--- config.mk ---
export PLATFORM = sky130hd
export DESIGN_NAME = instr_fetch_unit_flat
export DESIGN_NICKNAME = d
export VERILOG_FILES = /design/src/rtl/instr_fetch_unit_if.sv /design/src/rtl/instr_fetch_unit.sv /design/src/flat_wrapper.sv
export SDC_FILE = /design/constraint.sdc
export NUM_CORES = 1
export LEC_CHECK = 0
export BUFFER_PORTS_ARGS = -buffer_cell sky130_fd_sc_hd__buf_2
export CAP_MARGIN = 5
export CORE_MARGIN = 10
export CORE_UTILIZATION = 50
export CTS_CLUSTER_DIAMETER = 30
export DETAILED_ROUTE_END_ITERATION = 16
export GPL_TIMING_DRIVEN = 0
export PLACE_DENSITY_LB_ADDON = 0.12
export SLEW_MARGIN = 20
export SYNTH_ARGS = -nofsm -noshare
export SYNTH_HDL_FRONTEND = slang
export SYNTH_SLANG_ARGS = --single-unit
--- constraint.sdc ---
create_clock -name Clk -period 2 [get_ports Clk]
set_input_delay 0.4 -clock Clk [delete_from_list [all_inputs] [get_ports Clk]]
set_output_delay 0.4 -clock Clk [all_outputs]
set_load 0.02 [all_outputs]
--- src/rtl/instr_fetch_unit_if.sv ---
// Fetch-side and program-memory-side signals of the instruction fetch unit.
// The slave modport is the fetch unit's view; master is the surrounding system
// (controller plus program memory) that drives requests and memory responses.
interface instr_fetch_unit_if;
  logic        FetchReq;
  logic [6:0]  FetchPC;
  logic        FetchAck;
  logic [15:0] Instr;
  logic        FetchErr;
  logic        Flush;
  logic [7:0]  MemAddr;
  logic        MemRd;
  logic [7:0]  MemRdata;
  logic        MemValid;

  modport slave (
    input  FetchReq, FetchPC, Flush, MemRdata, MemValid,
    output FetchAck, Instr, FetchErr, MemAddr, MemRd
  );

  modport master (
    output FetchReq, FetchPC, Flush, MemRdata, MemValid,
    input  FetchAck, Instr, FetchErr, MemAddr, MemRd
  );
endinterface

--- src/rtl/instr_fetch_unit.sv ---
// Instruction fetch: two big-endian byte reads per 16-bit word, one-entry last-PC hit register.
// Latency: hit acks 1 cycle after the request is sampled; miss acks 3+Lhi+Llo cycles after.
// Backpressure: FetchReq is a held level sampled only in IDLE; per-byte wait bounded by TIMEOUT.
module instr_fetch_unit #(
  parameter int          TIMEOUT  = 15,
  parameter logic [15:0] NOP_WORD = 16'h0000
) (
  input logic               Clk,
  input logic               Reset,
  instr_fetch_unit_if.slave bus
);

  localparam int CW = (TIMEOUT > 2) ? $clog2(TIMEOUT) : 1;
  localparam logic [CW-1:0] CNT_LAST = CW'(TIMEOUT - 1);

  typedef enum logic [2:0] {
    IDLE, HI_REQ, HI_WAIT, LO_REQ, LO_WAIT, ACK
  } state_e;

  state_e        state_q, state_d;
  logic [6:0]    pc_q, pc_d;
  logic [6:0]    tag_q, tag_d;
  logic          tag_vld_q, tag_vld_d;
  logic [CW-1:0] cnt_q, cnt_d;
  logic [7:0]    hi_q, hi_d;
  logic [15:0]   instr_q, instr_d;
  logic          err_q, err_d;
  logic [7:0]    addr_q, addr_d;
  // fill_q: this fetch completed both reads and may install its tag.
  logic          fill_q, fill_d;
  // flushed_q: a Flush was seen while this miss was in flight.
  logic          flushed_q, flushed_d;

  // State and datapath registers.
  always_ff @(posedge Clk or negedge Reset) begin
    if (!Reset) begin
      state_q   <= IDLE;
      pc_q      <= '0;
      tag_q     <= '0;
      tag_vld_q <= 1'b0;
      cnt_q     <= '0;
      hi_q      <= '0;
      instr_q   <= 16'h0000;
      err_q     <= 1'b0;
      addr_q    <= '0;
      fill_q    <= 1'b0;
      flushed_q <= 1'b0;
    end else begin
      state_q   <= state_d;
      pc_q      <= pc_d;
      tag_q     <= tag_d;
      tag_vld_q <= tag_vld_d;
      cnt_q     <= cnt_d;
      hi_q      <= hi_d;
      instr_q   <= instr_d;
      err_q     <= err_d;
      addr_q    <= addr_d;
      fill_q    <= fill_d;
      flushed_q <= flushed_d;
    end
  end

  // Next-state logic; Instr/FetchErr are only written on transitions into ACK.
  always_comb begin
    state_d   = state_q;
    pc_d      = pc_q;
    tag_d     = tag_q;
    tag_vld_d = tag_vld_q;
    cnt_d     = cnt_q;
    hi_d      = hi_q;
    instr_d   = instr_q;
    err_d     = err_q;
    addr_d    = addr_q;
    fill_d    = fill_q;
    flushed_d = flushed_q | bus.Flush;

    case (state_q)
      IDLE: begin
        fill_d    = 1'b0;
        flushed_d = 1'b0;
        if (bus.FetchReq) begin
          if (tag_vld_q && (bus.FetchPC == tag_q) && !bus.Flush) begin
            err_d   = 1'b0;
            state_d = ACK;
          end else begin
            pc_d      = bus.FetchPC;
            addr_d    = {bus.FetchPC, 1'b0};
            flushed_d = bus.Flush;
            state_d   = HI_REQ;
          end
        end
      end
      HI_REQ: begin
        cnt_d   = '0;
        state_d = HI_WAIT;
      end
      HI_WAIT: begin
        if (bus.MemValid) begin
          hi_d    = bus.MemRdata;
          addr_d  = {pc_q, 1'b1};
          state_d = LO_REQ;
        end else if (cnt_q == CNT_LAST) begin
          instr_d   = NOP_WORD;
          err_d     = 1'b1;
          tag_vld_d = 1'b0;
          state_d   = ACK;
        end else begin
          cnt_d = cnt_q + 1'b1;
        end
      end
      LO_REQ: begin
        cnt_d   = '0;
        state_d = LO_WAIT;
      end
      LO_WAIT: begin
        if (bus.MemValid) begin
          instr_d = {hi_q, bus.MemRdata};
          err_d   = 1'b0;
          fill_d  = 1'b1;
          state_d = ACK;
        end else if (cnt_q == CNT_LAST) begin
          instr_d   = NOP_WORD;
          err_d     = 1'b1;
          tag_vld_d = 1'b0;
          state_d   = ACK;
        end else begin
          cnt_d = cnt_q + 1'b1;
        end
      end
      ACK: begin
        if (fill_q && !flushed_q) begin
          tag_d     = pc_q;
          tag_vld_d = 1'b1;
        end
        state_d = IDLE;
      end
      default: state_d = IDLE;
    endcase

    // Flush wins over any tag install in the same cycle.
    if (bus.Flush) tag_vld_d = 1'b0;
  end

  // Outputs are pure state decodes or registers, so they are glitch-free.
  always_comb begin
    bus.FetchAck = (state_q == ACK);
    bus.MemRd    = (state_q == HI_REQ) || (state_q == LO_REQ);
    bus.MemAddr  = addr_q;
    bus.Instr    = instr_q;
    bus.FetchErr = err_q;
  end

endmodule
--- src/flat_wrapper.sv ---
// flat-port wrapper written by rule: the top's interface ports become plain ports
module instr_fetch_unit_flat 
#(
  parameter int          TIMEOUT  = 15,
  parameter logic [15:0] NOP_WORD = 16'h0000
)
  (Clk, Reset, bus_FetchReq, bus_FetchPC, bus_Flush, bus_MemRdata, bus_MemValid, bus_FetchAck, bus_Instr, bus_FetchErr, bus_MemAddr, bus_MemRd);
  instr_fetch_unit_if bus_i ();
  input logic Clk;
  input logic Reset;
  input wire logic [$bits(bus_i.FetchReq)-1:0] bus_FetchReq;
  input wire logic [$bits(bus_i.FetchPC)-1:0] bus_FetchPC;
  input wire logic [$bits(bus_i.Flush)-1:0] bus_Flush;
  input wire logic [$bits(bus_i.MemRdata)-1:0] bus_MemRdata;
  input wire logic [$bits(bus_i.MemValid)-1:0] bus_MemValid;
  output wire logic [$bits(bus_i.FetchAck)-1:0] bus_FetchAck;
  output wire logic [$bits(bus_i.Instr)-1:0] bus_Instr;
  output wire logic [$bits(bus_i.FetchErr)-1:0] bus_FetchErr;
  output wire logic [$bits(bus_i.MemAddr)-1:0] bus_MemAddr;
  output wire logic [$bits(bus_i.MemRd)-1:0] bus_MemRd;
  assign bus_i.FetchReq = bus_FetchReq;
  assign bus_i.FetchPC = bus_FetchPC;
  assign bus_i.Flush = bus_Flush;
  assign bus_i.MemRdata = bus_MemRdata;
  assign bus_i.MemValid = bus_MemValid;
  assign bus_FetchAck = bus_i.FetchAck;
  assign bus_Instr = bus_i.Instr;
  assign bus_FetchErr = bus_i.FetchErr;
  assign bus_MemAddr = bus_i.MemAddr;
  assign bus_MemRd = bus_i.MemRd;
  instr_fetch_unit #(.TIMEOUT(TIMEOUT), .NOP_WORD(NOP_WORD)) u_core (.Clk(Clk), .Reset(Reset), .bus(bus_i));
endmodule
**After elaboration in Yosys (flattened, before gate mapping)**

Cells that the tools add are included.

- Add/subtract/negate cells: 1
- Eq/ne operators: 18
- Multiplexer cells: 33
- Bitwise logic cells: 2
- Reductions and logical operators: 24

Operators with widths:

| kind | count |
|---|---|
| $mux W16 | 3 |
| $pmux W16 S2 | 1 |
| $mux W8 | 3 |
| $pmux W8 S2 | 1 |
| $mux W3 | 5 |
| $pmux W3 S5 | 1 |
| $ne A2 B2 Y1 const B | 7 |
| $mux W1 | 13 |
| $reduce_and A4 Y1 | 3 |
| $mux W4 | 2 |
| $pmux W4 S2 | 1 |
| $reduce_and A2 Y1 | 4 |
| $reduce_bool A2 Y1 | 4 |
| $eq A7 B7 Y1 | 1 |
| $eq A3 B2 Y1 const B | 2 |
| $eq A3 B3 Y1 const B | 2 |
| $reduce_and A3 Y1 | 2 |
| $reduce_bool A3 Y1 | 2 |
| $add A4 B1 Y4 const B | 1 |
| $eq A4 B4 Y1 const B | 1 |
| $pmux W1 S2 | 2 |
| $reduce_or A2 Y1 | 2 |
| $eq A3 B1 Y1 const B | 1 |
| $logic_and A1 B1 Y1 | 3 |
| other kinds (10) | 11 |

- Bits in registers: 57
- Bits of input ports: 20
- Output and inout port bits: 27
- Word-level logic and storage cells: 89

**Longest topological paths before layout**

Gate-level depths: netlist (run 1).

- Depth after elaboration: 6
- Mapped depth: 7
- Depth with buffers taken out: 7

**Worst setup path after synthesis (run 1)**

OpenSTA, ideal clock, no wires.

- Kind: register -> register
- Start: register u_core.state_q[1]
- End: register u_core.pc_q[0]
- Library setup time: 0.125 ns
- Arrival: 1.638 ns
- Required time: 1.875 ns
- Path slack: 0.237 ns
- Stages on the path, launching flop included: 7
- Buffers on the path: 1
- Clock period less this slack: 1.763 ns
- Path through: dfrtp_1 clkbuf_8 nor3_4 nor4b_1 nand3_1 nand3_2 mux2_2

- Word-level cells in the longest chain between the ends: 2

RTL lines:

| item | line | text |
|---|---|---|
| from (decl) | instr_fetch_unit.sv:20 | `state_e state_q, state_d;` |
| from (signal assigned) | instr_fetch_unit.sv:49 | `state_q <= state_d;` |
| $logic_not A3 Y1 | instr_fetch_unit.sv:77 | `case (state_q)` |
| $reduce_and A3 Y1 (no line) | n/a |  |
| to (signal assigned) | instr_fetch_unit.sv:50 | `pc_q <= pc_d;` |
| to (decl) | instr_fetch_unit.sv:21 | `logic [6:0] pc_q, pc_d;` |

Every way passes these cells.
A chain may end at the register's enable or synchronous reset.

**Final worst setup path (run 1)**

- Start: register u_core.state_q[2]
- End: output port bus_MemRd

- Word-level cells in the longest chain between the ends: 2
- Elaborated cells on any way between the ends: 3
- Those cells by class: eq/ne: 2; reduce/logical: 1

RTL lines:

| item | line | text |
|---|---|---|
| $eq A3 B1 Y1 or $eq A3 B2 Y1 (tied branches) | instr_fetch_unit.sv:147 | `bus.MemRd = (state_q == HI_REQ) \|\| (state_q == LO_REQ);` |
| $logic_or A1 B1 Y1 (*) | instr_fetch_unit.sv:147 |  |
| to (decl) | flat_wrapper.sv:20 | `output wire logic [$bits(bus_i.MemRd)-1:0] bus_MemRd;` |

Every way passes the cells marked *; elsewhere a longest branch is shown, timed or not.

==> results of run 1 <==
-- routing by layer --
metal | routed length [um] | vias up | GRT usage
met4 | 60 | 0 | 0.0666
met5 | 0 | - | 0
met3 | 253 | 6 | 0.0403
met2 | 2490 | 50 | 0.202
met1 | 2420 | 836 | 0.163
li1 | - | 838 | -
-- logic make-up after synthesis --
family | Yosys count | share of synthesized area
flip-flops | 57 | 0.561
AND/OR/NAND/NOR | 45 | 0.106
multiplexers | 39 | 0.171
AO/OA/AOI/OAI | 32 | 0.0965
buffers and inverters | 12 | 0.0246
XOR/XNOR | 9 | 0.0310
adder cells (fa/ha/maj) | 2 | 0.00984
-- critical path, cell delays in order (launching register included) --
cell and delay, ns:
dfrtp_1 0.46, buf_2 0.27, nand2b_1 0.19, inv_1 0.08
buf_2 0.16
-- worst max path at each step --
stage,end,cells past startpoint,slack (ns),from
4_1_cts,u_core.hi_q[0]$_DFFE_PN0P_,5,0.04,u_core.state_q[2]$_DFFE_PN0N_
5_1_grt,bus_MemRd,4,0.005,u_core.state_q[2]$_DFFE_PN0N_
6_report,bus_MemRd,4,0.11,u_core.state_q[2]$_DFFE_PN0N_
3_5_place_dp,u_core.bus.Instr[14]$_DFFE_PN0P_,7,-0.09,u_core.cnt_q[0]$_DFFE_PN0P_
3_3_place_gp,u_core.bus.Instr[13]$_DFFE_PN0P_,7,-0.09,u_core.cnt_q[0]$_DFFE_PN0P_
2_1_floorplan,u_core.pc_q[0]$_DFFE_PN0P_,6,0.24,u_core.state_q[1]$_DFFE_PN0N_
-- state kept, by name (all words and copies together) (netlist names) --
signal               count
u_core.bus.Instr        16
u_core.bus.MemAddr       8
u_core.hi_q              8
u_core.pc_q              7
u_core.tag_q             7
u_core.cnt_q             4
u_core.state_q           3
u_core.bus.FetchErr      1
u_core.fill_q            1
u_core.flushed_q         1
u_core.tag_vld_q         1
-- cells in the mapped netlist (all sizes together) (2+ instances only) --
cell | instances | share of area
nand3 | 2 | 0.0059
nor3 | 3 | 0.010
o21ai | 2 | 0.0039
nand2b | 4 | 0.0098
mux2i | 3 | 0.012
nor4 | 3 | 0.013
a22o | 16 | 0.055
and3 | 2 | 0.0049
nor2 | 16 | 0.025
ha | 2 | 0.0098
nand2 | 5 | 0.0074
a21oi | 7 | 0.014
mux2 | 36 | 0.16
buf | 4 | 0.0089
clkbuf | 4 | 0.0098
nor2b | 2 | 0.0049
and2 | 2 | 0.0049
inv | 4 | 0.0059
xor2 | 9 | 0.031
dfrtp | 57 | 0.56
-- layout make-up --
| cell class | instances | area, um^2 | area share |
|---|---|---|---|
| well taps | 67 | 83.8 | 0.0267 |
| flip-flops and latches | 57 | 1430 | 0.454 |
| clock inverters | 7 | 93.8 | 0.0299 |
| inverters | 4 | 15.0 | 0.00478 |
| repair buffers | 50 | 263 | 0.0836 |
| clock buffers | 9 | 124 | 0.0394 |
| multi-input cells | 127 | 1080 | 0.345 |
| plain buffers | 8 | 52.6 | 0.0167 |
-- per-stage QoR --
| stage | area (um^2) | setup WS [ns] | instances | power, uW |
|---|---|---|---|---|
| floorplan | 2540 | 0.237 | 196 | 3190 |
| global placement | 2860 | -0.0920 | 309 | 3710 |
| detailed placement | 2860 | -0.0910 | 309 | 3760 |
| CTS | 3100 | 0.0367 | 326 | 4970 |
| global route | 3140 | 0.00515 | 329 | 5320 |
| finish | 3140 | 0.111 | 329 | 4980 |
-- power by group through the flow --
stage          clock (uW)  sequential (uW)  combinational, uW
6_report             1170             1900               1900
3_5_place_dp            0             1920               1840
4_1_cts              1200             1910               1860
2_1_floorplan           0             2170               1030
3_3_place_gp            0             1910               1810
5_1_grt              1260             1980               2090
-- cell usage in the layout (no fill, tap or decap), drive strengths merged --
cell       n
and4       1
o31ai      1
o22ai      1
and3b      1
o2bb2ai    1
nor2      16
mux2i      3
a211o      1
mux2      36
nor3       3
nor4b      1
inv        5
a22o      16
nand2b     4
clkinvlp   2
clkbuf    13
a211oi     1
xor2       9
o21a       1
o21ai      2
buf       54
nand4      1
and2b      1
nor2b      2
a31o       1
and2       2
nor4       3
and3       2
nand3      2
dfrtp     57
ha         2
bufinv     2
a21oi      7
clkinv     2
nand4b     1
nand2      5
-- repair_timing --
action	4_1_cts	5_1_grt
gates resized for setup	4	6
setup buffers	1	3
endpoints found under the setup margin	18	33
pin swaps	1	2
==> flow_summary.ini, run 1 <==
[grt]
antenna_found_initial = 0
grt_max_degree = 58
grt_pass1_vias = 1778
track_usage = 0.131
gr-total-overflow = 0
grt_first_pass_wirelength_mm = 8.80

[yosys]
synth-seq-cells = 57
synth.distinct_cells = 40
syn_inst = 196
seq_area_frac_synth = 0.561
syn_nets = 218
ys_warn_count = 0
avgSynthCellArea_um2 = 13.0
synth_ff_type = dfrtp_1
synth.cell_area_mm2 = 0.00254
synth_async_sr_flop_share = 1.00
synth-edff-count = 0

[pwr]
p_seq_frac = 0.382
p_sw_uw = 1760
swShare = 0.353
power_density_mw_per_mm2 = 1580
clkPwrFrac = 0.236
worst_ir_drop_vdd_v = 0.000909
p_int_uw = 3220
leakagePower_uw = 0.00153
power_frac_comb = 0.382

[clocking]
cts_max_path_buffers = 2
cts_htree_levels = 3
clock_latency_ns = 0.34
cts_buffers = 9
cts_sinks = 57
cts_tree = done
cts_hold_buf = 0
path_clk_slew_ns = 0.07
cts_root_buf = clkbuf_8

[worst_setup_path]
reg2reg_setup_slack_ns = 0.11
end_kind = primary output
r2r-start = u_core.cnt_q[0]$_DFFE_PN0P_
worstSetupStartpointType = register
reg2reg_depth = 7
cp.required_ns = 1.60
timing.rr.end = u_core.bus.Instr[5]$_DFFE_PN0P_
arrival_ns = 1.49
worstPathMaxFanout = 10
crit_type = register to primary output

[sta]
finalCritPeriodShare = 0.945
whs_ns = 0.107
max_freq_mhz = 529
fin_setup_tns_ns = 0
slew_headroom = 0.537
tightest_slew_ns = 0.695
skew_ns = 0.0113
finalWorstPathRequiredPeriod_ns = 1.89
finalSetupViolCount = 0
hold_viol = 0
final-max-slew-violation-count = 0
rsz0062_at_grt = false

[floorplan]
die_y_um = 91.3
initial_utilization = 0.528
die-area_mm2 = 0.00834
fp.coreArea_mm2 = 0.00482
std_cell_rows = 25
ios = 47
die_x_um = 91.3

[routing]
ant_nets = 0
firstDrtPassIters = 4
wirelength_mm = 5.22
route.detailed.drc = 0
routed_via_density = 5.26
vias = 1730
initialDrtViolationCount = 99
wl_per_cell_um = 15.9

[placed_design]
place_congestion = 0.827
dp_hpwl_mm = 3.60
port_buffers = 46

[cells_and_area]
post-route-util = 0.652
drive_above_1_share = 0.450
syn_to_final_growth_pct = 23.6
antenna_cells = 0
nNetsFinal = 279
fillerInstances = 391

[outcome]
status = complete, no violations

[min_path]
hp-class = input pin to async pin

[run]
cap_violations = 0
Note: power is estimated with default switching activity, not from simulation.
==> run 2: changes to the inputs <==
CORE_UTILIZATION = 55   (was 50)
==> run 2 against run 1 <==
Net effect: fmax rose by 0.37%; first-iteration DRC count fell by 6.1%; clock power rose by 3%; register-to-register slack improved by 0.02 ns.
==> flow_summary.ini, run 2 (same netlist as run 1, synthesis figures left out) <==
[grt]
grt_max_degree = 58
grt_pass1_vias = 1825
antenna_found_initial = 0
track_usage = 0.140
gr-total-overflow = 0
grt_first_pass_wirelength_mm = 8.54

[worst_setup_path]
worstSetupStartpointType = register
cp.required_ns = 1.60
reg2reg_depth = 6
r2r-start = u_core.tag_q[6]$_DFFE_PN0P_
end_kind = primary output
crit_start = u_core.state_q[2]$_DFFE_PN0N_
worstPathMaxFanout = 10
arrival_ns = 1.48
crit_type = register to primary output

[sta]
skew_ns = 0.0101
final-max-slew-violation-count = 0
tightest_slew_ns = 0.692
finalCritPeriodShare = 0.941
rsz0062_at_grt = false
slew_headroom = 0.539
finalWorstPathRequiredPeriod_ns = 1.88
hold_viol = 0
fin_setup_tns_ns = 0
finalSetupViolCount = 0
max_freq_mhz = 531

[floorplan]
die_x_um = 88.0
std_cell_rows = 24
ios = 47
die_y_um = 88.0
fp.coreArea_mm2 = 0.00441
die-area_mm2 = 0.00774
initial_utilization = 0.576

[routing]
wl_per_cell_um = 16.5
met3_length_um = 326
wirelength_mm = 5.18
routed_via_density = 5.51
route.detailed.drc = 0
firstDrtPassIters = 4
routed.top_layer = met4
vias = 1731
ant_nets = 0
wl_met2_mm = 2.41
wl_met1_mm = 2.38
initialDrtViolationCount = 93

[cells_and_area]
drive_above_1_share = 0.450
syn_to_final_growth_pct = 23.2
nNetsFinal = 279
antenna_cells = 0
final_common_cell = dfrtp_1
largest_reg_flops = 16
design_area_mm2 = 0.00313
layout_common_cells = dfrtp_1, buf_2, mux2_2, a22o_1, nor2_1

[min_path]
hp-class = input pin to async pin

[clocking]
cts_hold_buf = 0
cts_max_path_buffers = 2
cts_tree = done
path_clk_slew_ns = 0.07
cts_sinks = 57
cts_root_buf = clkbuf_8
clock_latency_ns = 0.33
cts_buffers = 9
cts_htree_levels = 3

[placed_design]
dp_hpwl_mm = 3.62
place_area_mm2 = 0.00284
port_buffers = 46
place_congestion = 0.759

[pwr]
worst_ir_drop_vdd_v = 0.000852
p_total_uw = 5010
power_density_mw_per_mm2 = 1600
leakagePower_uw = 0.00153

[outcome]
status = complete, no violations

[run]
cap_violations = 0
run 2: cell types whose count changed in the layout (fill, tap and decap cells not counted):
cell	delta
clkinvlp_4	-1
clkinv_4	+1
clkbuf_8	+1
clkinv_2	-1
run 2: final cells by class:
| cell class | count | area, um^2 |
|---|---|---|
| well taps | 52 | 65.1 |
| fillers | 342 | 1280 |
| repair buffers | 50 | 263 |
| clock inverters | 6 | 90.1 |
| clock buffers | 10 | 138 |
| multi-input cells | 127 | 1080 |
| inverters | 4 | 15.0 |
| plain buffers | 8 | 52.6 |
| flip-flops and latches | 57 | 1430 |
run 2: worst paths after layout:
check	slack [ns]	end
worst max-delay path	0.12	bus_MemRd
worst min-delay path	0.11	u_core.bus.FetchErr$_DFFE_PN0P_
worst max register to register	0.13	u_core.bus.MemAddr[7]$_DFFE_PN0P_
worst min register to register	0.49	u_core.bus.Instr[0]$_DFFE_PN0P_
max in group asynchronous	1.42	u_core.pc_q[3]$_DFFE_PN0P_
min in group Clk	0.28	u_core.tag_vld_q$_DFFE_PN0P_
run 2: critical path: stages, from the launching register on:
cell	delay, ns
dfrtp_1	0.45
buf_2	0.27
nand2b_1	0.19
inv_1	0.08
buf_2	0.16
run 2: power breakdown:
part           internal (uW)  switching (uW)  total [uW]
Sequential              1630             279        1910
Combinational            893            1000        1900
Clock                    739             470        1210
Total                   3260            1750        5010
run 2: timing repair:
action | 4_1_cts | 5_1_grt
resized for setup | 2 | 8
pin swaps | 0 | 4
buffers inserted | 0 | 4
endpoints found under the setup margin | 11 | 33
run 2: routing by layer:
layer	vias to the layer above	global-route usage
li1	830	-
met1	855	0.173
met2	39	0.214
met3	7	0.0446
met4	0	0.0754
met5	-	0
run 2: stage by stage:
step	hold slack (ns)	utilization	std cells	setup WS [ns]
floorplan	0.104	-	196	0.237
global placement	0.472	0.643	294	-0.0757
detailed placement	0.478	0.643	294	-0.0605
CTS	0.135	0.696	310	0.00475
global route	0.164	0.710	314	0.00654
finish	0.112	0.710	314	0.118
